==> src/rtl/painterengine_gpu_dma_reader.sv <==
// painterengine_gpu_dma_reader
// Memory-side responder for the display DMA reader port. A word-granular job is split
// into single-outstanding read bursts of at most PARAM_MAX_BURST beats. Returned words
// pass through a small skid buffer and stream out under the consumer's next/valid handshake.
module painterengine_gpu_dma_reader #(
    parameter int PARAM_MAX_BURST  = 16,
    parameter int PARAM_SKID_DEPTH = 2
) (
    input  logic        i_wire_clock,
    input  logic        i_wire_reset,
    input  logic [31:0] i_wire_reader_address,
    input  logic [31:0] i_wire_reader_length,
    input  logic        i_wire_reader_resetn,
    output logic        o_wire_reader_done,
    output logic        o_wire_reader_error,
    output logic [31:0] o_wire_reader_data,
    output logic        o_wire_reader_data_valid,
    input  logic        i_wire_reader_data_next,
    output logic [31:0] o_wire_mem_araddr,
    output logic [7:0]  o_wire_mem_arlen,
    output logic        o_wire_mem_arvalid,
    input  logic        i_wire_mem_arready,
    input  logic [31:0] i_wire_mem_rdata,
    input  logic [1:0]  i_wire_mem_rresp,
    input  logic        i_wire_mem_rlast,
    input  logic        i_wire_mem_rvalid,
    output logic        o_wire_mem_rready
);

    localparam int          PTR_W       = $clog2(PARAM_SKID_DEPTH);
    localparam int          CNT_W       = PTR_W + 1;
    localparam logic [31:0] MAX_BURST_W = 32'(PARAM_MAX_BURST);
    localparam logic [CNT_W-1:0] SKID_FULL_CNT = CNT_W'(PARAM_SKID_DEPTH);

    typedef enum logic [2:0] {
        ST_IDLE,
        ST_ADDR,
        ST_DATA,
        ST_DONE,
        ST_ERROR,
        ST_DRAIN
    } state_t;

    state_t      state, state_next;
    logic [31:0] cur_addr, cur_addr_next;
    logic [31:0] remaining, remaining_next;
    logic [8:0]  beats_left, beats_left_next;
    logic        drain_err, drain_err_next;
    logic [31:0] burst_beats;

    logic [31:0]      skid_mem [PARAM_SKID_DEPTH];
    logic [PTR_W-1:0] wr_ptr, rd_ptr;
    logic [CNT_W-1:0] skid_count;
    logic             skid_full, skid_empty, skid_push, skid_pop, skid_flush;

    logic r_fire, beat_bad, rready_int;

    // Burst size for the next request: the whole remainder if it fits, else a max burst.
    assign burst_beats = (remaining > MAX_BURST_W) ? MAX_BURST_W : remaining;

    assign skid_full  = (skid_count == SKID_FULL_CNT);
    assign skid_empty = (skid_count == '0);

    // Drain swallows every beat; normal data phase only takes beats the skid can hold.
    assign rready_int = (state == ST_DRAIN) ||
                        ((state == ST_DATA) && (beats_left != 9'd0) && !skid_full);
    assign r_fire     = i_wire_mem_rvalid && rready_int;
    // A bad response or an rlast that disagrees with our beat count both fail the job.
    assign beat_bad   = (i_wire_mem_rresp != 2'd0) || (i_wire_mem_rlast != (beats_left == 9'd1));

    assign o_wire_mem_rready        = rready_int;
    assign o_wire_mem_arvalid       = (state == ST_ADDR);
    assign o_wire_mem_araddr        = (state == ST_ADDR) ? cur_addr : 32'd0;
    assign o_wire_mem_arlen         = (state == ST_ADDR) ? 8'(burst_beats - 32'd1) : 8'd0;
    assign o_wire_reader_done       = (state == ST_DONE);
    assign o_wire_reader_error      = (state == ST_ERROR);
    // Words stream only while a job is live; an aborted or failed job never leaks data.
    assign o_wire_reader_data_valid = !skid_empty && i_wire_reader_data_next &&
                                      ((state == ST_ADDR) || (state == ST_DATA));
    assign o_wire_reader_data       = skid_empty ? 32'd0 : skid_mem[rd_ptr];
    assign skid_pop                 = o_wire_reader_data_valid;

    // Job sequencing: next state, address/length bookkeeping and skid push/flush.
    always_comb begin
        state_next      = state;
        cur_addr_next   = cur_addr;
        remaining_next  = remaining;
        beats_left_next = beats_left;
        drain_err_next  = drain_err;
        skid_push       = 1'b0;
        skid_flush      = 1'b0;
        case (state)
            ST_IDLE: begin
                skid_flush = 1'b1;
                if (i_wire_reader_resetn) begin
                    cur_addr_next  = i_wire_reader_address;
                    remaining_next = i_wire_reader_length;
                    if (i_wire_reader_address[1:0] != 2'd0) begin
                        state_next = ST_ERROR;
                    end else if (i_wire_reader_length == 32'd0) begin
                        state_next = ST_DONE;
                    end else begin
                        state_next = ST_ADDR;
                    end
                end
            end
            ST_ADDR: begin
                if (i_wire_mem_arready) begin
                    beats_left_next = 9'(burst_beats);
                    cur_addr_next   = cur_addr + (burst_beats << 2);
                    remaining_next  = remaining - burst_beats;
                    drain_err_next  = 1'b0;
                    // Once the request is accepted its beats are owed even on abort.
                    state_next      = i_wire_reader_resetn ? ST_DATA : ST_DRAIN;
                end else if (!i_wire_reader_resetn) begin
                    state_next = ST_IDLE;
                end
            end
            ST_DATA: begin
                if (r_fire) begin
                    beats_left_next = beats_left - 9'd1;
                end
                if (!i_wire_reader_resetn) begin
                    drain_err_next = 1'b0;
                    state_next     = (beats_left_next == 9'd0) ? ST_IDLE : ST_DRAIN;
                end else if (r_fire && beat_bad) begin
                    // If the bus already ended the burst there is nothing left to drain.
                    if (i_wire_mem_rlast || (beats_left == 9'd1)) begin
                        state_next = ST_ERROR;
                    end else begin
                        state_next     = ST_DRAIN;
                        drain_err_next = 1'b1;
                    end
                end else if (r_fire) begin
                    skid_push = 1'b1;
                    if ((beats_left == 9'd1) && (remaining != 32'd0)) begin
                        state_next = ST_ADDR;
                    end
                end else if ((beats_left == 9'd0) && skid_empty) begin
                    state_next = ST_DONE;
                end
            end
            ST_DONE: begin
                if (!i_wire_reader_resetn) begin
                    state_next = ST_IDLE;
                end
            end
            ST_ERROR: begin
                skid_flush = 1'b1;
                if (!i_wire_reader_resetn) begin
                    state_next = ST_IDLE;
                end
            end
            ST_DRAIN: begin
                skid_flush = 1'b1;
                if (r_fire) begin
                    beats_left_next = beats_left - 9'd1;
                end
                if (beats_left == 9'd0) begin
                    state_next = drain_err ? ST_ERROR : ST_IDLE;
                end
            end
            default: state_next = ST_IDLE;
        endcase
    end

    // Control state register.
    always_ff @(posedge i_wire_clock) begin
        if (i_wire_reset) begin
            state      <= ST_IDLE;
            cur_addr   <= 32'd0;
            remaining  <= 32'd0;
            beats_left <= 9'd0;
            drain_err  <= 1'b0;
        end else begin
            state      <= state_next;
            cur_addr   <= cur_addr_next;
            remaining  <= remaining_next;
            beats_left <= beats_left_next;
            drain_err  <= drain_err_next;
        end
    end

    // Skid pointers and occupancy; flush discards whatever a dead job left behind.
    always_ff @(posedge i_wire_clock) begin
        if (i_wire_reset || skid_flush) begin
            wr_ptr     <= '0;
            rd_ptr     <= '0;
            skid_count <= '0;
        end else begin
            if (skid_push) begin
                wr_ptr <= wr_ptr + 1'b1;
            end
            if (skid_pop) begin
                rd_ptr <= rd_ptr + 1'b1;
            end
            case ({skid_push, skid_pop})
                2'b10:   skid_count <= skid_count + 1'b1;
                2'b01:   skid_count <= skid_count - 1'b1;
                default: skid_count <= skid_count;
            endcase
        end
    end

    // Skid storage is pure data; occupancy alone decides what is valid.
    always_ff @(posedge i_wire_clock) begin
        if (skid_push) begin
            skid_mem[wr_ptr] <= i_wire_mem_rdata;
        end
    end

endmodule
==> config.mk <==
export PLATFORM = sky130hd
export DESIGN_NAME = painterengine_gpu_dma_reader
export DESIGN_NICKNAME = d
export VERILOG_FILES = /design/src/rtl/painterengine_gpu_dma_reader.sv
export SDC_FILE = /design/constraint.sdc
export NUM_CORES = 1
export LEC_CHECK = 0
export ABC_AREA = 1
export CELL_PAD_IN_SITES_DETAIL_PLACEMENT = 0
export CELL_PAD_IN_SITES_GLOBAL_PLACEMENT = 1
export CORE_UTILIZATION = 41
export CTS_CLUSTER_SIZE = 40
export DETAILED_ROUTE_END_ITERATION = 7
export GPL_TIMING_DRIVEN = 0
export PLACE_DENSITY_LB_ADDON = 0.1
export SLEW_MARGIN = 10
export SYNTH_ARGS = -nofsm -noshare
export SYNTH_HDL_FRONTEND = slang
export SYNTH_SLANG_ARGS = --single-unit
==> constraint.sdc <==
create_clock -name i_wire_clock -period 5.7 [get_ports i_wire_clock]
set_clock_uncertainty 0.15 [all_clocks]
set_input_delay 0.855 -clock i_wire_clock [delete_from_list [all_inputs] [get_ports i_wire_clock]]
set_output_delay 0.855 -clock i_wire_clock [all_outputs]
set_load 0.01 [all_outputs]
==> impl_results.html, run 1 <==
<table>
<tr><th>Metric</th><th>Value</th></tr>
<tr><th colspan="2">Synth</th></tr>
<tr><td>Dominant combinational cell family by area after synthesis</td><td>simple AND/OR/NAND/NOR gates</td></tr>
<tr><td>Synth Flop Type</td><td>dfxtp_1</td></tr>
<tr><td>Proportion of synthesized area in mux cells</td><td>0%</td></tr>
<tr><td>Number of synthesized flops with an enable pin</td><td>64</td></tr>
<tr><td>Synth Instances</td><td>1391</td></tr>
<tr><td>Largest cells by area after synthesis</td><td>edfxtp_1 (20%), dfxtp_1 (17%), nand2_1 (13%)</td></tr>
<tr><td>Netlist Area Pre-Place</td><td>9667 µm²</td></tr>
<tr><td>Synthesized-area fraction occupied by adder cells</td><td>4.867%</td></tr>
<tr><td>Sequential share of the synthesized area</td><td>36.86%</td></tr>
<tr><td>Xor/xnor cell area share of the yosys netlist</td><td>2.899%</td></tr>
<tr><td>Leading area contributor after synthesis</td><td>edfxtp_1</td></tr>
<tr><td>Compound-cell area share of the yosys netlist</td><td>16.23%</td></tr>
<tr><td>FFs w/ async S/R, synth</td><td>0%</td></tr>
<tr><td>Number of warning messages in the yosys log</td><td>0</td></tr>
<tr><td>Share of synthesized cell area in and, or, nand and nor gates</td><td>30.24%</td></tr>
<tr><td>Synthesized area per cell</td><td>6.950 µm²</td></tr>
<tr><td>Flip-flop and latch count after synthesis</td><td>146</td></tr>
<tr><td>Synth cell types</td><td>52</td></tr>
<tr><td>Synth top area share</td><td>19.88%</td></tr>
<tr><th colspan="2">Pwr</th></tr>
<tr><td>Net switching power</td><td>1.253 mW</td></tr>
<tr><td>Largest vdd supply drop</td><td>181.3 µV</td></tr>
<tr><td>Comb power frac</td><td>29.1%</td></tr>
<tr><td>Sw frac</td><td>37.23%</td></tr>
<tr><td>Part of the power in the clock network</td><td>34.4%</td></tr>
<tr><td>Power density over cell area</td><td>266.2 nW/µm²</td></tr>
<tr><td>Internal power consumption</td><td>2.111 mW</td></tr>
<tr><td>Leakage</td><td>5.406 nW</td></tr>
<tr><td>Sequential share of power</td><td>36.5%</td></tr>
<tr><th colspan="2">Layout</th></tr>
<tr><td>Area grow syn2layout</td><td>30.71%</td></tr>
<tr><td>Commonest cells after routing, fill and taps aside</td><td>nand2_1 (337), clkdlybuf4s50_1 (180), inv_1 (161)</td></tr>
<tr><td>Diode count</td><td>0</td></tr>
<tr><td>Layout cell share with drive strength beyond 1</td><td>5.774%</td></tr>
<tr><td>Final net count</td><td>1757</td></tr>
<tr><td>Most common cell after layout, fill and taps aside</td><td>nand2_1</td></tr>
<tr><td>Core Util, Final</td><td>55.31%</td></tr>
<tr><th colspan="2">GRT</th></tr>
<tr><td>First-pass GRT wire length</td><td>50.53 mm</td></tr>
<tr><td>Maximum number of pins on one net before global-route repair</td><td>22</td></tr>
<tr><td>Antenna violations before repair</td><td>0</td></tr>
<tr><td>GR Util All Layers</td><td>27.23%</td></tr>
<tr><td>Total congestion overflow after global routing</td><td>0</td></tr>
<tr><td>Number of global-route vias before repair</td><td>9442</td></tr>
<tr><th colspan="2">Clocking</th></tr>
<tr><td>Post-CTS setup buffers</td><td>0</td></tr>
<tr><td>Max clock buf depth</td><td>2</td></tr>
<tr><td>Clock Pin Slew Worst Setup and Hold Paths</td><td>70 ps</td></tr>
<tr><td>Total number of H-tree levels</td><td>4</td></tr>
<tr><td>Total clock sinks</td><td>146</td></tr>
<tr><td>Post-cts resize count</td><td>0</td></tr>
<tr><td>Clock tree from TritonCTS</td><td>done</td></tr>
<tr><td>Clock network latency to the later pin of the worst-skew pair</td><td>430 ps</td></tr>
<tr><td>Number of buffers created by CTS</td><td>17</td></tr>
<tr><td>Number of hold buffers added after cts</td><td>0</td></tr>
<tr><td>Cell at the root of the clock tree</td><td>clkbuf_16</td></tr>
<tr><th colspan="2">Floorplanning</th></tr>
<tr><td>DIE WIDTH</td><td>155.6 µm</td></tr>
<tr><td>Total die area</td><td>24200 µm²</td></tr>
<tr><td>Cell Rows</td><td>55</td></tr>
<tr><td>Num ports</td><td>182</td></tr>
<tr><td>Chip height</td><td>155.6 µm</td></tr>
<tr><td>Effective utilization at floorplan</td><td>42.31%</td></tr>
<tr><td>Core Area</td><td>22850 µm²</td></tr>
<tr><th colspan="2">Critical path</th></tr>
<tr><td>Critical path startpoint category</td><td>flop</td></tr>
<tr><td>Worst endpoint data arrival time</td><td>3370 ps</td></tr>
<tr><td>Endpoint kind of the worst setup timing path</td><td>output pin</td></tr>
<tr><td>Required time at the endpoint of the critical path</td><td>4700 ps</td></tr>
<tr><td>Critical path, cell by cell</td><td>inv_2 -&gt; nand2_1 -&gt; clkbuf_1 -&gt; buf_1 -&gt; buf_1 -&gt; nor2_1 -&gt; clkdlybuf4s50_1</td></tr>
<tr><td>Type of the worst setup path</td><td>flop to output pin</td></tr>
<tr><td>CP peak stage delay</td><td>570 ps</td></tr>
<tr><td>Bufs and invs on worst path</td><td>5</td></tr>
<tr><td>Slack of the worst reg-to-reg path</td><td>1780 ps</td></tr>
<tr><td>CP Max Fanout</td><td>10</td></tr>
<tr><td>Top cell by count, worst path</td><td>buf_1</td></tr>
<tr><td>Critical path's top delay family</td><td>buffers and inverters</td></tr>
<tr><td>Cell at the slowest stage of the critical path</td><td>buf_1</td></tr>
<tr><th colspan="2">Drt</th></tr>
<tr><td>First-pass iteration count of the detailed router</td><td>5</td></tr>
<tr><td>Detail-routed via count per cell</td><td>5.089</td></tr>
<tr><td>Number of remaining DRC errors</td><td>0</td></tr>
<tr><td>Average routed wire per standard cell</td><td>16.85 µm</td></tr>
<tr><td>Via Count</td><td>9878</td></tr>
<tr><td>DRC violation total after the first TritonRoute iteration</td><td>634</td></tr>
<tr><td>Final WL</td><td>32.71 mm</td></tr>
<tr><td>Remaining antenna violation count</td><td>0</td></tr>
<tr><th colspan="2">Timing</th></tr>
<tr><td>Number of failing hold endpoints at the final stage</td><td>0</td></tr>
<tr><td>Total count of max-transition violations in the final report</td><td>0</td></tr>
<tr><td>Final cycle utilization of the critical path</td><td>76.80%</td></tr>
<tr><td>Normalized max-slew margin</td><td>46.40%</td></tr>
<tr><td>Max Freq</td><td>0.2284 GHz</td></tr>
<tr><td>Actual transition at the worst max-transition pin</td><td>804.0 ps</td></tr>
<tr><td>Fin crit period</td><td>4378 ps</td></tr>
<tr><td>Total Negative Setup Slacks</td><td>0 ps</td></tr>
<tr><td>RSZ-0062 raised after global routing</td><td>no</td></tr>
<tr><td>Final setup violation count</td><td>0</td></tr>
<tr><th colspan="2">Run</th></tr>
<tr><td>Reported max-cap violation count</td><td>0</td></tr>
<tr><th colspan="2">Placed design</th></tr>
<tr><td>Placed wire-length estimate</td><td>25.25 mm</td></tr>
<tr><td>Buffers added on ports</td><td>180</td></tr>
<tr><td>Weighted congestion reported at the end of routability-driven placement</td><td>0.9350</td></tr>
<tr><th colspan="2">Worst hold path</th></tr>
<tr><td>Class of the worst hold path</td><td>flop to flop</td></tr>
<tr><th colspan="2">Outcome</th></tr>
<tr><td>Status</td><td>completed</td></tr>
</table>
worst paths after layout:
kind	startpoint	to	depth (start not counted)
setup / recovery	state[2]	o_wire_mem_araddr[26]	7
hold / removal	cur_addr[1]	cur_addr[1]	2
setup reg to reg	remaining[26]	cur_addr[17]	21
hold reg to reg	cur_addr[1]	cur_addr[1]	2
power groups by stage:
stage	sequential [mW]	combinational (mW)	clock [mW]
floorplan	1.23	0.648	0
global placement	1.25	0.948	0
detailed placement	1.25	0.951	0
CTS	1.23	0.957	1.18
global route	1.24	1.09	1.22
finish	1.23	0.979	1.16
synth_stat cells, types with 6 or more instances:
cell type,n
ha_1,36
buf_2,13
nor2_2,6
nor3_1,13
dfxtp_1,82
a21oi_1,117
o211ai_1,14
xnor2_1,9
o21bai_1,10
nor4_1,9
buf_1,7
nand2_1,337
nand4_1,20
a31oi_1,24
a21o_1,6
clkbuf_1,29
inv_1,161
or2_2,12
edfxtp_1,64
inv_2,6
nor2_1,154
o21ai_0,86
xor2_1,23
nand3_1,100
sequential cells by signal, indices dropped and copies added, names as in the netlist, named ones only:
register    flops
skid_count      2
drain_err       1
beats_left      9
wr_ptr          1
skid_mem       64
remaining      32
state           3
cur_addr       32
rd_ptr          1
logic make-up after synthesis:
logic type,Yosys count
simple gates,676
compound gates,279
buf+inv,219
flops,146
fa+ha+maj,37
xor+xnor,32
other cells,2
per-stage QoR:
step           instance area [µm²]  setup slack (ps)  hold WS [ps]  power, mW  instances
2_1_floorplan                 9753              2126         280.0      1.875       1414
3_3_place_gp                 11950             636.6         300.6      2.197       1907
3_5_place_dp                 12020              1718         309.7      2.199       1909
4_1_cts                      12640              1242         320.6      3.360       1941
5_1_grt                      12640              1098         342.6      3.546       1941
6_report                     12640              1322         321.0      3.364       1941
tightest hold or removal path, delay by kind of cell (launching register included):
kind,cells,cell delay (ps)
buf+inv,1,60
flops,1,300
compound gates,1,60
metal layers:
layer	part of all wire (%)	global-route usage [%]
met1	45	34.63
met2	49	47.94
met3	4.4	3.278
met4	2.2	8.590
met5	0	0
area by class of cell:
| cell class | instances | area (µm²) |
|---|---|---|
| Clock buffer | 17 | 425.4 |
| Timing Repair Buffer | 182 | 1857 |
| Multi-Input combinational cell | 1049 | 5351 |
| Fill cell | 2339 | 10210 |
| Buffer | 52 | 226.5 |
| Sequential cell | 146 | 3563 |
| Tap cell | 313 | 391.6 |
| Clock inverter | 15 | 193.9 |
| Inverter | 167 | 626.9 |
(Power assumes the default switching activity.)
==> run 2, diff against run 1 <==
--- a/config.mk
+++ b/config.mk
@@ -8,7 +8,7 @@
 export ABC_AREA = 1
 export CELL_PAD_IN_SITES_DETAIL_PLACEMENT = 0
 export CELL_PAD_IN_SITES_GLOBAL_PLACEMENT = 1
-export CORE_UTILIZATION = 41
+export CORE_UTILIZATION = 38
 export CTS_CLUSTER_SIZE = 40
 export DETAILED_ROUTE_END_ITERATION = 7
 export GPL_TIMING_DRIVEN = 0
==> constraint.sdc (replaced) <==
create_clock -name i_wire_clock -period 4.3 [get_ports i_wire_clock]
set_clock_uncertainty 0.15 [all_clocks]
set_input_delay 0.645 -clock i_wire_clock [delete_from_list [all_inputs] [get_ports i_wire_clock]]
set_output_delay 0.645 -clock i_wire_clock [all_outputs]
set_load 0.01 [all_outputs]
==> run 2 against run 1 <==
  * Critical path depth stayed put
  * Power grew 32%
  * Critical path type unchanged
  * Count of clock-buffer cells in the layout unchanged
  * Via count is 0.36% higher
  * Highest routed layer unchanged
  * First-iteration DRC count decreased by 13%
  * Die area up 7.8%
==> impl_results.html, run 2 (synthesized netlist as in run 1, its figures left out) <==
<table>
<tr><th>Metric</th><th>Value</th></tr>
<tr><th colspan="2">Outcome</th></tr>
<tr><td>Status</td><td>completed</td></tr>
<tr><th colspan="2">Critical path</th></tr>
<tr><td>Critical path startpoint category</td><td>flop</td></tr>
<tr><td>Worst endpoint data arrival time</td><td>3270 ps (-100 ps)</td></tr>
<tr><td>Type of the worst setup path</td><td>flop to output pin</td></tr>
<tr><td>Required time at the endpoint of the critical path</td><td>3500 ps (-1200 ps)</td></tr>
<tr><td>CP peak stage delay</td><td>540 ps (-30 ps)</td></tr>
<tr><td>Critical path's top delay family</td><td>buffers and inverters</td></tr>
<tr><td>Bufs and invs on worst path</td><td>5 (unchanged)</td></tr>
<tr><td>Cell at the slowest stage of the critical path</td><td>buf_1</td></tr>
<tr><td>Endpoint kind of the worst setup timing path</td><td>output pin</td></tr>
<tr><td>Critical path, cell by cell</td><td>inv_2 -&gt; nand2_1 -&gt; clkbuf_1 -&gt; clkbuf_2 -&gt; buf_1 -&gt; nor2_1 -&gt; clkdlybuf4s50_1</td></tr>
<tr><td>CP Max Fanout</td><td>10 (unchanged)</td></tr>
<tr><th colspan="2">Floorplanning</th></tr>
<tr><td>Effective utilization at floorplan</td><td>38.61% (-3.7 points)</td></tr>
<tr><td>Cell Rows</td><td>58 (+5.5%)</td></tr>
<tr><td>Core Area</td><td>25040 µm² (+9.6%)</td></tr>
<tr><td>DIE WIDTH</td><td>161.5 µm (+3.8%)</td></tr>
<tr><td>Total die area</td><td>26080 µm² (+7.8%)</td></tr>
<tr><td>Chip height</td><td>161.5 µm (+3.8%)</td></tr>
<tr><td>Num ports</td><td>182 (unchanged)</td></tr>
<tr><th colspan="2">Worst hold path</th></tr>
<tr><td>Class of the worst hold path</td><td>flop to flop</td></tr>
<tr><th colspan="2">Pwr</th></tr>
<tr><td>Leakage</td><td>5.408 nW (about the same)</td></tr>
<tr><td>Largest vdd supply drop</td><td>238.4 µV (+31%)</td></tr>
<tr><td>Sequential share of power</td><td>36.7% (+0.2 points)</td></tr>
<tr><td>Sw frac</td><td>37.03% (-0.20 points)</td></tr>
<tr><td>Internal power consumption</td><td>2.798 mW (+33%)</td></tr>
<tr><td>Power density over cell area</td><td>351.6 nW/µm² (+32%)</td></tr>
<tr><td>Comb power frac</td><td>29.0% (about the same)</td></tr>
<tr><td>Part of the power in the clock network</td><td>34.2% (-0.2 points)</td></tr>
<tr><td>Net switching power</td><td>1.645 mW (+31%)</td></tr>
<tr><th colspan="2">Timing</th></tr>
<tr><td>Fin crit period</td><td>4067 ps</td></tr>
<tr><td>Final cycle utilization of the critical path</td><td>94.58%</td></tr>
<tr><td>Final worst hold slack</td><td>310.5 ps (-10.48 ps)</td></tr>
<tr><td>RSZ-0062 raised after global routing</td><td>no</td></tr>
<tr><td>Total count of max-transition violations in the final report</td><td>0 (unchanged)</td></tr>
<tr><td>Normalized max-slew margin</td><td>48.87% (+2.5 points)</td></tr>
<tr><td>Number of failing hold endpoints at the final stage</td><td>0 (unchanged)</td></tr>
<tr><td>Final setup violation count</td><td>0 (unchanged)</td></tr>
<tr><td>Max Freq</td><td>0.2459 GHz</td></tr>
<tr><td>Actual transition at the worst max-transition pin</td><td>767.0 ps (-36.96 ps)</td></tr>
<tr><th colspan="2">Clocking</th></tr>
<tr><td>Clock tree from TritonCTS</td><td>done</td></tr>
<tr><td>Max clock buf depth</td><td>2 (unchanged)</td></tr>
<tr><td>Total number of H-tree levels</td><td>4 (unchanged)</td></tr>
<tr><td>Clock Pin Slew Worst Setup and Hold Paths</td><td>70 ps (about the same)</td></tr>
<tr><td>Cell at the root of the clock tree</td><td>clkbuf_16</td></tr>
<tr><td>Total clock sinks</td><td>146 (unchanged)</td></tr>
<tr><td>Clock network latency to the later pin of the worst-skew pair</td><td>430 ps (about the same)</td></tr>
<tr><td>Number of buffers created by CTS</td><td>17 (unchanged)</td></tr>
<tr><td>Number of hold buffers added after cts</td><td>0 (unchanged)</td></tr>
<tr><th colspan="2">Run</th></tr>
<tr><td>Reported max-cap violation count</td><td>0 (unchanged)</td></tr>
<tr><th colspan="2">Layout</th></tr>
<tr><td>Commonest cells after routing, fill and taps aside</td><td>nand2_1 (337), clkdlybuf4s50_1 (180), inv_1 (161)</td></tr>
<tr><td>Non-filler instance count after layout</td><td>1958 (+0.88%)</td></tr>
<tr><td>Area grow syn2layout</td><td>30.73% (about the same)</td></tr>
<tr><td>Diode count</td><td>0 (unchanged)</td></tr>
<tr><td>Number of flip-flops under the largest register name</td><td>64 (unchanged)</td></tr>
<tr><td>Most common cell after layout, fill and taps aside</td><td>nand2_1</td></tr>
<tr><td>Final net count</td><td>1757 (unchanged)</td></tr>
<tr><td>Layout cell share with drive strength beyond 1</td><td>5.835% (+0.061 points)</td></tr>
<tr><td>Largest registers</td><td>skid_mem: 64 flops, cur_addr: 32 flops, remaining: 32 flops</td></tr>
<tr><td>Register containing the most flip-flops in the final layout</td><td>skid_mem</td></tr>
<tr><th colspan="2">Placed design</th></tr>
<tr><td>Weighted congestion reported at the end of routability-driven placement</td><td>0.9405 (+0.59%)</td></tr>
<tr><td>Placed insts</td><td>1926 (+0.89%)</td></tr>
<tr><td>Buffers added on ports</td><td>180 (unchanged)</td></tr>
<tr><td>Placed wire-length estimate</td><td>25.40 mm (+0.59%)</td></tr>
<tr><th colspan="2">GRT</th></tr>
<tr><td>Antenna violations before repair</td><td>0 (unchanged)</td></tr>
<tr><td>First-pass GRT wire length</td><td>50.85 mm (+0.63%)</td></tr>
<tr><td>Maximum number of pins on one net before global-route repair</td><td>19 (-14%)</td></tr>
<tr><td>Total congestion overflow after global routing</td><td>0 (unchanged)</td></tr>
<tr><td>GR Util All Layers</td><td>25.37% (-1.9 points)</td></tr>
<tr><td>Number of global-route vias before repair</td><td>9439 (-0.032%)</td></tr>
<tr><th colspan="2">Drt</th></tr>
<tr><td>Remaining antenna violation count</td><td>0 (unchanged)</td></tr>
<tr><td>Via Count</td><td>9914 (+0.36%)</td></tr>
<tr><td>First-pass iteration count of the detailed router</td><td>5 (unchanged)</td></tr>
<tr><td>Detail-routed via count per cell</td><td>5.063 (-0.51%)</td></tr>
<tr><td>DRC violation total after the first TritonRoute iteration</td><td>551 (-13%)</td></tr>
<tr><td>Number of remaining DRC errors</td><td>0 (unchanged)</td></tr>
<tr><td>Final WL</td><td>32.62 mm (-0.28%)</td></tr>
<tr><td>Average routed wire per standard cell</td><td>16.66 µm (-1.1%)</td></tr>
</table>
-- run 2: timing repair --
action	4_1_cts	5_1_grt
resized for setup	0	1
setup endpoints to repair	0	19
setup buffers	0	0
-- run 2: stage by stage --
step                setup WS, ps  area, µm²  total power [mW]  utilization, %  TNS [ps]
floorplan                  924.4       9753             2.485               -         0
global placement          -582.3      11970             2.912           47.80    -36980
detailed placement         383.2      12040             2.913           48.08         0
CTS                        5.753      12640             4.442           50.47         0
global route               62.13      12640             4.682           50.47         0
finish                     233.1      12640             4.443           50.47         0
-- run 2: final timing paths --
path                                              end  depth (start not counted)          from  slack (ps)
worst min-delay path                      cur_addr[1]                          2   cur_addr[1]         310
worst max-delay path            o_wire_mem_araddr[25]                          7      state[2]         230
worst min register to register            cur_addr[1]                          2   cur_addr[1]         310
worst max register to register           cur_addr[17]                         21  remaining[9]         360
-- run 2: layout make-up --
type	count	area, µm²
well taps	330	412.9
plain buffers	52	227.7
flip-flops and latches	146	3563
multi-input cells	1049	5351
clock buffers	17	425.4
repair buffers	182	1857
clock inverters	15	172.7
fillers	2587	12400
inverters	167	626.9
-- run 2: worst register-to-register path, cell delays in order (launching register included) --
cell     delay [ps]
dfxtp_1         350
nor2_1          260
nand3_1         130
nor2_2          220
nand3_4         160
inv_1           200
nand2_1         170
inv_1           130
ha_1            300
nand3_1         110
nand3_1         110
a21oi_1         380
o21ai_1         250
nand2_1         110
nand2_1         150
nand2_1         100
nand2_1          60
or2_2           270
nand3_1          70
nand3_1          80
nand2_1          70
inv_1            40
-- run 2: power groups by stage --
stage / clock network, mW / logic [mW] / registers, mW
2_1_floorplan: 0 / 0.859 / 1.63
3_3_place_gp: 0 / 1.25 / 1.66
3_5_place_dp: 0 / 1.25 / 1.66
4_1_cts: 1.55 / 1.26 / 1.63
5_1_grt: 1.60 / 1.44 / 1.64
6_report: 1.52 / 1.29 / 1.63
-- run 2: routing by layer --
metal	vias up	wire (µm)	global-route usage, %
li1	5045	-	-
met4	0	957	9.391
met1	4569	14560	32.20
met5	-	0	0
met2	256	15690	43.97
met3	44	1406	3.107
==> run 3, diff against run 2 <==
--- a/config.mk
+++ b/config.mk
@@ -6,6 +6,7 @@
 export NUM_CORES = 1
 export LEC_CHECK = 0
 export ABC_AREA = 1
+export ABC_CLOCK_PERIOD_IN_PS = 4500
 export CELL_PAD_IN_SITES_DETAIL_PLACEMENT = 0
 export CELL_PAD_IN_SITES_GLOBAL_PLACEMENT = 1
 export CORE_UTILIZATION = 38
==> constraint.sdc (replaced) <==
create_clock -name i_wire_clock -period 4.5 [get_ports i_wire_clock]
set_clock_uncertainty 0.15 [all_clocks]
set_input_delay 0.675 -clock i_wire_clock [delete_from_list [all_inputs] [get_ports i_wire_clock]]
set_output_delay 0.675 -clock i_wire_clock [all_outputs]
set_load 0.01 [all_outputs]
==> run 3 against run 2 <==
  * Critical path depth unchanged
  * Final area about the same
  * Wire length about the same
  * Final cell count unchanged
  * Highest routed layer unchanged
  * First-iteration DRC count unchanged
  * Combinational power decreased by 5%
  * Via count unchanged
==> impl_results.html, run 3 (synthesized netlist as in run 1, its figures left out) <==
<table>
<tr><th>Metric</th><th>Value</th></tr>
<tr><th colspan="2">Clocking</th></tr>
<tr><td>Clock Pin Slew Worst Setup and Hold Paths</td><td>70 ps (about the same)</td></tr>
<tr><td>Clock network latency to the later pin of the worst-skew pair</td><td>430 ps (about the same)</td></tr>
<tr><td>Total number of H-tree levels</td><td>4 (unchanged)</td></tr>
<tr><td>Total clock sinks</td><td>146 (unchanged)</td></tr>
<tr><td>Number of buffers created by CTS</td><td>17 (unchanged)</td></tr>
<tr><td>Max clock buf depth</td><td>2 (unchanged)</td></tr>
<tr><td>Number of hold buffers added after cts</td><td>0 (unchanged)</td></tr>
<tr><td>Cell at the root of the clock tree</td><td>clkbuf_16</td></tr>
<tr><td>Clock tree from TritonCTS</td><td>done</td></tr>
<tr><td>Post-cts resize count</td><td>0 (unchanged)</td></tr>
<tr><td>Post-CTS setup buffers</td><td>0 (unchanged)</td></tr>
<tr><th colspan="2">GRT</th></tr>
<tr><td>Total congestion overflow after global routing</td><td>0 (unchanged)</td></tr>
<tr><td>GR Util All Layers</td><td>25.37% (unchanged)</td></tr>
<tr><td>Antenna violations before repair</td><td>0 (unchanged)</td></tr>
<tr><td>First-pass GRT wire length</td><td>50.85 mm (unchanged)</td></tr>
<tr><td>Maximum number of pins on one net before global-route repair</td><td>19 (unchanged)</td></tr>
<tr><td>Number of global-route vias before repair</td><td>9439 (unchanged)</td></tr>
<tr><th colspan="2">Critical path</th></tr>
<tr><td>Top cell by count, worst path</td><td>buf_1</td></tr>
<tr><td>Endpoint kind of the worst setup timing path</td><td>output pin</td></tr>
<tr><td>Cell at the slowest stage of the critical path</td><td>buf_1</td></tr>
<tr><td>Critical path startpoint category</td><td>flop</td></tr>
<tr><td>Required time at the endpoint of the critical path</td><td>3670 ps (+170 ps)</td></tr>
<tr><td>Worst endpoint data arrival time</td><td>3490 ps (+220 ps)</td></tr>
<tr><td>CP Max Fanout</td><td>10 (unchanged)</td></tr>
<tr><td>CP peak stage delay</td><td>620 ps (+80 ps)</td></tr>
<tr><td>Type of the worst setup path</td><td>flop to output pin</td></tr>
<tr><td>Slack of the worst reg-to-reg path</td><td>570 ps (+210 ps)</td></tr>
<tr><td>R2r startpoint</td><td>remaining[9]</td></tr>
<tr><td>R2R cell count</td><td>21 (unchanged)</td></tr>
<tr><td>Critical path, cell by cell</td><td>inv_2 -&gt; nand2_1 -&gt; clkbuf_1 -&gt; buf_1 -&gt; buf_1 -&gt; nor2_1 -&gt; clkdlybuf4s50_1</td></tr>
<tr><td>Capture instance of the worst register-to-register path</td><td>cur_addr[17]</td></tr>
<tr><th colspan="2">Worst hold path</th></tr>
<tr><td>Critical hold path startpoint</td><td>cur_addr[1]</td></tr>
<tr><td>Number of instances on the worst hold path</td><td>2 (unchanged)</td></tr>
<tr><td>Class of the worst hold path</td><td>flop to flop</td></tr>
<tr><td>Hold-critical path endpoint</td><td>cur_addr[1]</td></tr>
<tr><th colspan="2">Timing</th></tr>
<tr><td>Total count of max-transition violations in the final report</td><td>0 (unchanged)</td></tr>
<tr><td>Final cycle utilization of the critical path</td><td>95.84%</td></tr>
<tr><td>RSZ-0062 raised after global routing</td><td>no</td></tr>
<tr><td>Normalized max-slew margin</td><td>48.87% (unchanged)</td></tr>
<tr><td>Actual transition at the worst max-transition pin</td><td>767.0 ps (unchanged)</td></tr>
<tr><td>Fin crit period</td><td>4313 ps</td></tr>
<tr><td>Final setup violation count</td><td>0 (unchanged)</td></tr>
<tr><td>Number of failing hold endpoints at the final stage</td><td>0 (unchanged)</td></tr>
<tr><td>Max Freq</td><td>0.2319 GHz</td></tr>
<tr><td>Total Negative Setup Slacks</td><td>0 ps (unchanged)</td></tr>
<tr><th colspan="2">Layout</th></tr>
<tr><td>Most common cell after layout, fill and taps aside</td><td>nand2_1</td></tr>
<tr><td>Number of flip-flops under the largest register name</td><td>64 (unchanged)</td></tr>
<tr><td>Core Util, Final</td><td>50.47% (about the same)</td></tr>
<tr><td>Register containing the most flip-flops in the final layout</td><td>skid_mem</td></tr>
<tr><td>Layout cell share with drive strength beyond 1</td><td>5.774% (-0.061 points)</td></tr>
<tr><td>Commonest cells after routing, fill and taps aside</td><td>nand2_1 (337), clkdlybuf4s50_1 (180), inv_1 (161)</td></tr>
<tr><td>Area grow syn2layout</td><td>30.71% (about the same)</td></tr>
<tr><td>Final net count</td><td>1757 (unchanged)</td></tr>
<tr><td>Diode count</td><td>0 (unchanged)</td></tr>
<tr><td>Largest registers</td><td>skid_mem: 64 flops, cur_addr: 32 flops, remaining: 32 flops</td></tr>
<tr><th colspan="2">Drt</th></tr>
<tr><td>Average routed wire per standard cell</td><td>16.66 µm (about the same)</td></tr>
<tr><td>Number of remaining DRC errors</td><td>0 (unchanged)</td></tr>
<tr><td>First-pass iteration count of the detailed router</td><td>5 (unchanged)</td></tr>
<tr><td>Final WL</td><td>32.62 mm (about the same)</td></tr>
<tr><td>Detail-routed via count per cell</td><td>5.063 (unchanged)</td></tr>
<tr><td>Via Count</td><td>9914 (unchanged)</td></tr>
<tr><td>DRC violation total after the first TritonRoute iteration</td><td>551 (unchanged)</td></tr>
<tr><td>Remaining antenna violation count</td><td>0 (unchanged)</td></tr>
<tr><th colspan="2">Placed design</th></tr>
<tr><td>Placed wire-length estimate</td><td>25.40 mm (unchanged)</td></tr>
<tr><td>Weighted congestion reported at the end of routability-driven placement</td><td>0.9405 (unchanged)</td></tr>
<tr><td>Buffers added on ports</td><td>180 (unchanged)</td></tr>
<tr><th colspan="2">Pwr</th></tr>
<tr><td>Power density over cell area</td><td>336.0 nW/µm² (-4.4%)</td></tr>
<tr><td>Largest vdd supply drop</td><td>227.8 µV (-4.4%)</td></tr>
<tr><td>Leakage</td><td>5.405 nW (about the same)</td></tr>
<tr><th colspan="2">Floorplanning</th></tr>
<tr><td>DIE WIDTH</td><td>161.5 µm (unchanged)</td></tr>
<tr><td>Effective utilization at floorplan</td><td>38.61% (unchanged)</td></tr>
<tr><td>Total die area</td><td>26080 µm² (unchanged)</td></tr>
<tr><td>Core Area</td><td>25040 µm² (unchanged)</td></tr>
<tr><td>Num ports</td><td>182 (unchanged)</td></tr>
<tr><td>Cell Rows</td><td>58 (unchanged)</td></tr>
<tr><td>Chip height</td><td>161.5 µm (unchanged)</td></tr>
<tr><th colspan="2">Run</th></tr>
<tr><td>Reported max-cap violation count</td><td>0 (unchanged)</td></tr>
<tr><th colspan="2">Outcome</th></tr>
<tr><td>Status</td><td>completed</td></tr>
</table>
## run 3: final cells by class
type                            count  area, µm²
Sequential cell                   146       3563
Buffer                             52      226.5
Timing Repair Buffer              182       1857
Clock inverter                     15      172.7
Multi-Input combinational cell   1049       5351
Tap cell                          330      412.9
Fill cell                        2587      12400
Inverter                          167      626.9
Clock buffer                       17      425.4
## run 3: metrics by stage
stage / setup WS, ps / hold slack [ps] / total power [mW] / std cells / cell area (µm²)
after CTS: 175.8 / 312.7 / 4.245 / 1958 / 12640
after floorplan: 1106 / 280.0 / 2.374 / 1414 / 9753
after global routing: 13.31 / 341.3 / 4.474 / 1958 / 12640
after detailed placement: 583.2 / 302.9 / 2.784 / 1926 / 12040
final: 187.0 / 310.5 / 4.246 / 1958 / 12640
after global placement: -412.3 / 299.8 / 2.782 / 1924 / 11970
## run 3: worst max path at each step
stage	start	endpoint	slack [ps]	depth (start not counted)
4_1_cts	state[2]	o_wire_mem_araddr[25]	180	7
3_3_place_gp	i_wire_mem_rlast	skid_mem[1][16]	-410	6
6_report	state[2]	o_wire_mem_araddr[25]	190	7
5_1_grt	state[1]	o_wire_mem_araddr[25]	10	8
2_1_floorplan	i_wire_mem_rlast	skid_mem[0][0]	1110	5
3_5_place_dp	remaining[9]	cur_addr[17]	580	21
## run 3: critical path, delay by kind of cell, from the launching register on
kind                   cells  cell delay [ps]
buffers and inverters      5             2280
DFF                        1              460
and+or+nand+nor            2              300
## run 3: layer usage
layer	part of all wire (%)	up-vias	track usage, %
li1	-	5044	-
met1	45	4570	32.20
met2	48	256	43.97
met3	4.3	44	3.107
met4	2.9	0	9.391
met5	0	-	0
## run 3: power by group
group | switching [mW] | internal, mW | total, mW | leakage (nW)
combinational | 0.778 | 0.455 | 1.23 | 3.86
sequential | 0.0970 | 1.46 | 1.56 | 1.25
clock | 0.698 | 0.755 | 1.45 | 0.292
total | 1.57 | 2.67 | 4.25 | 5.41
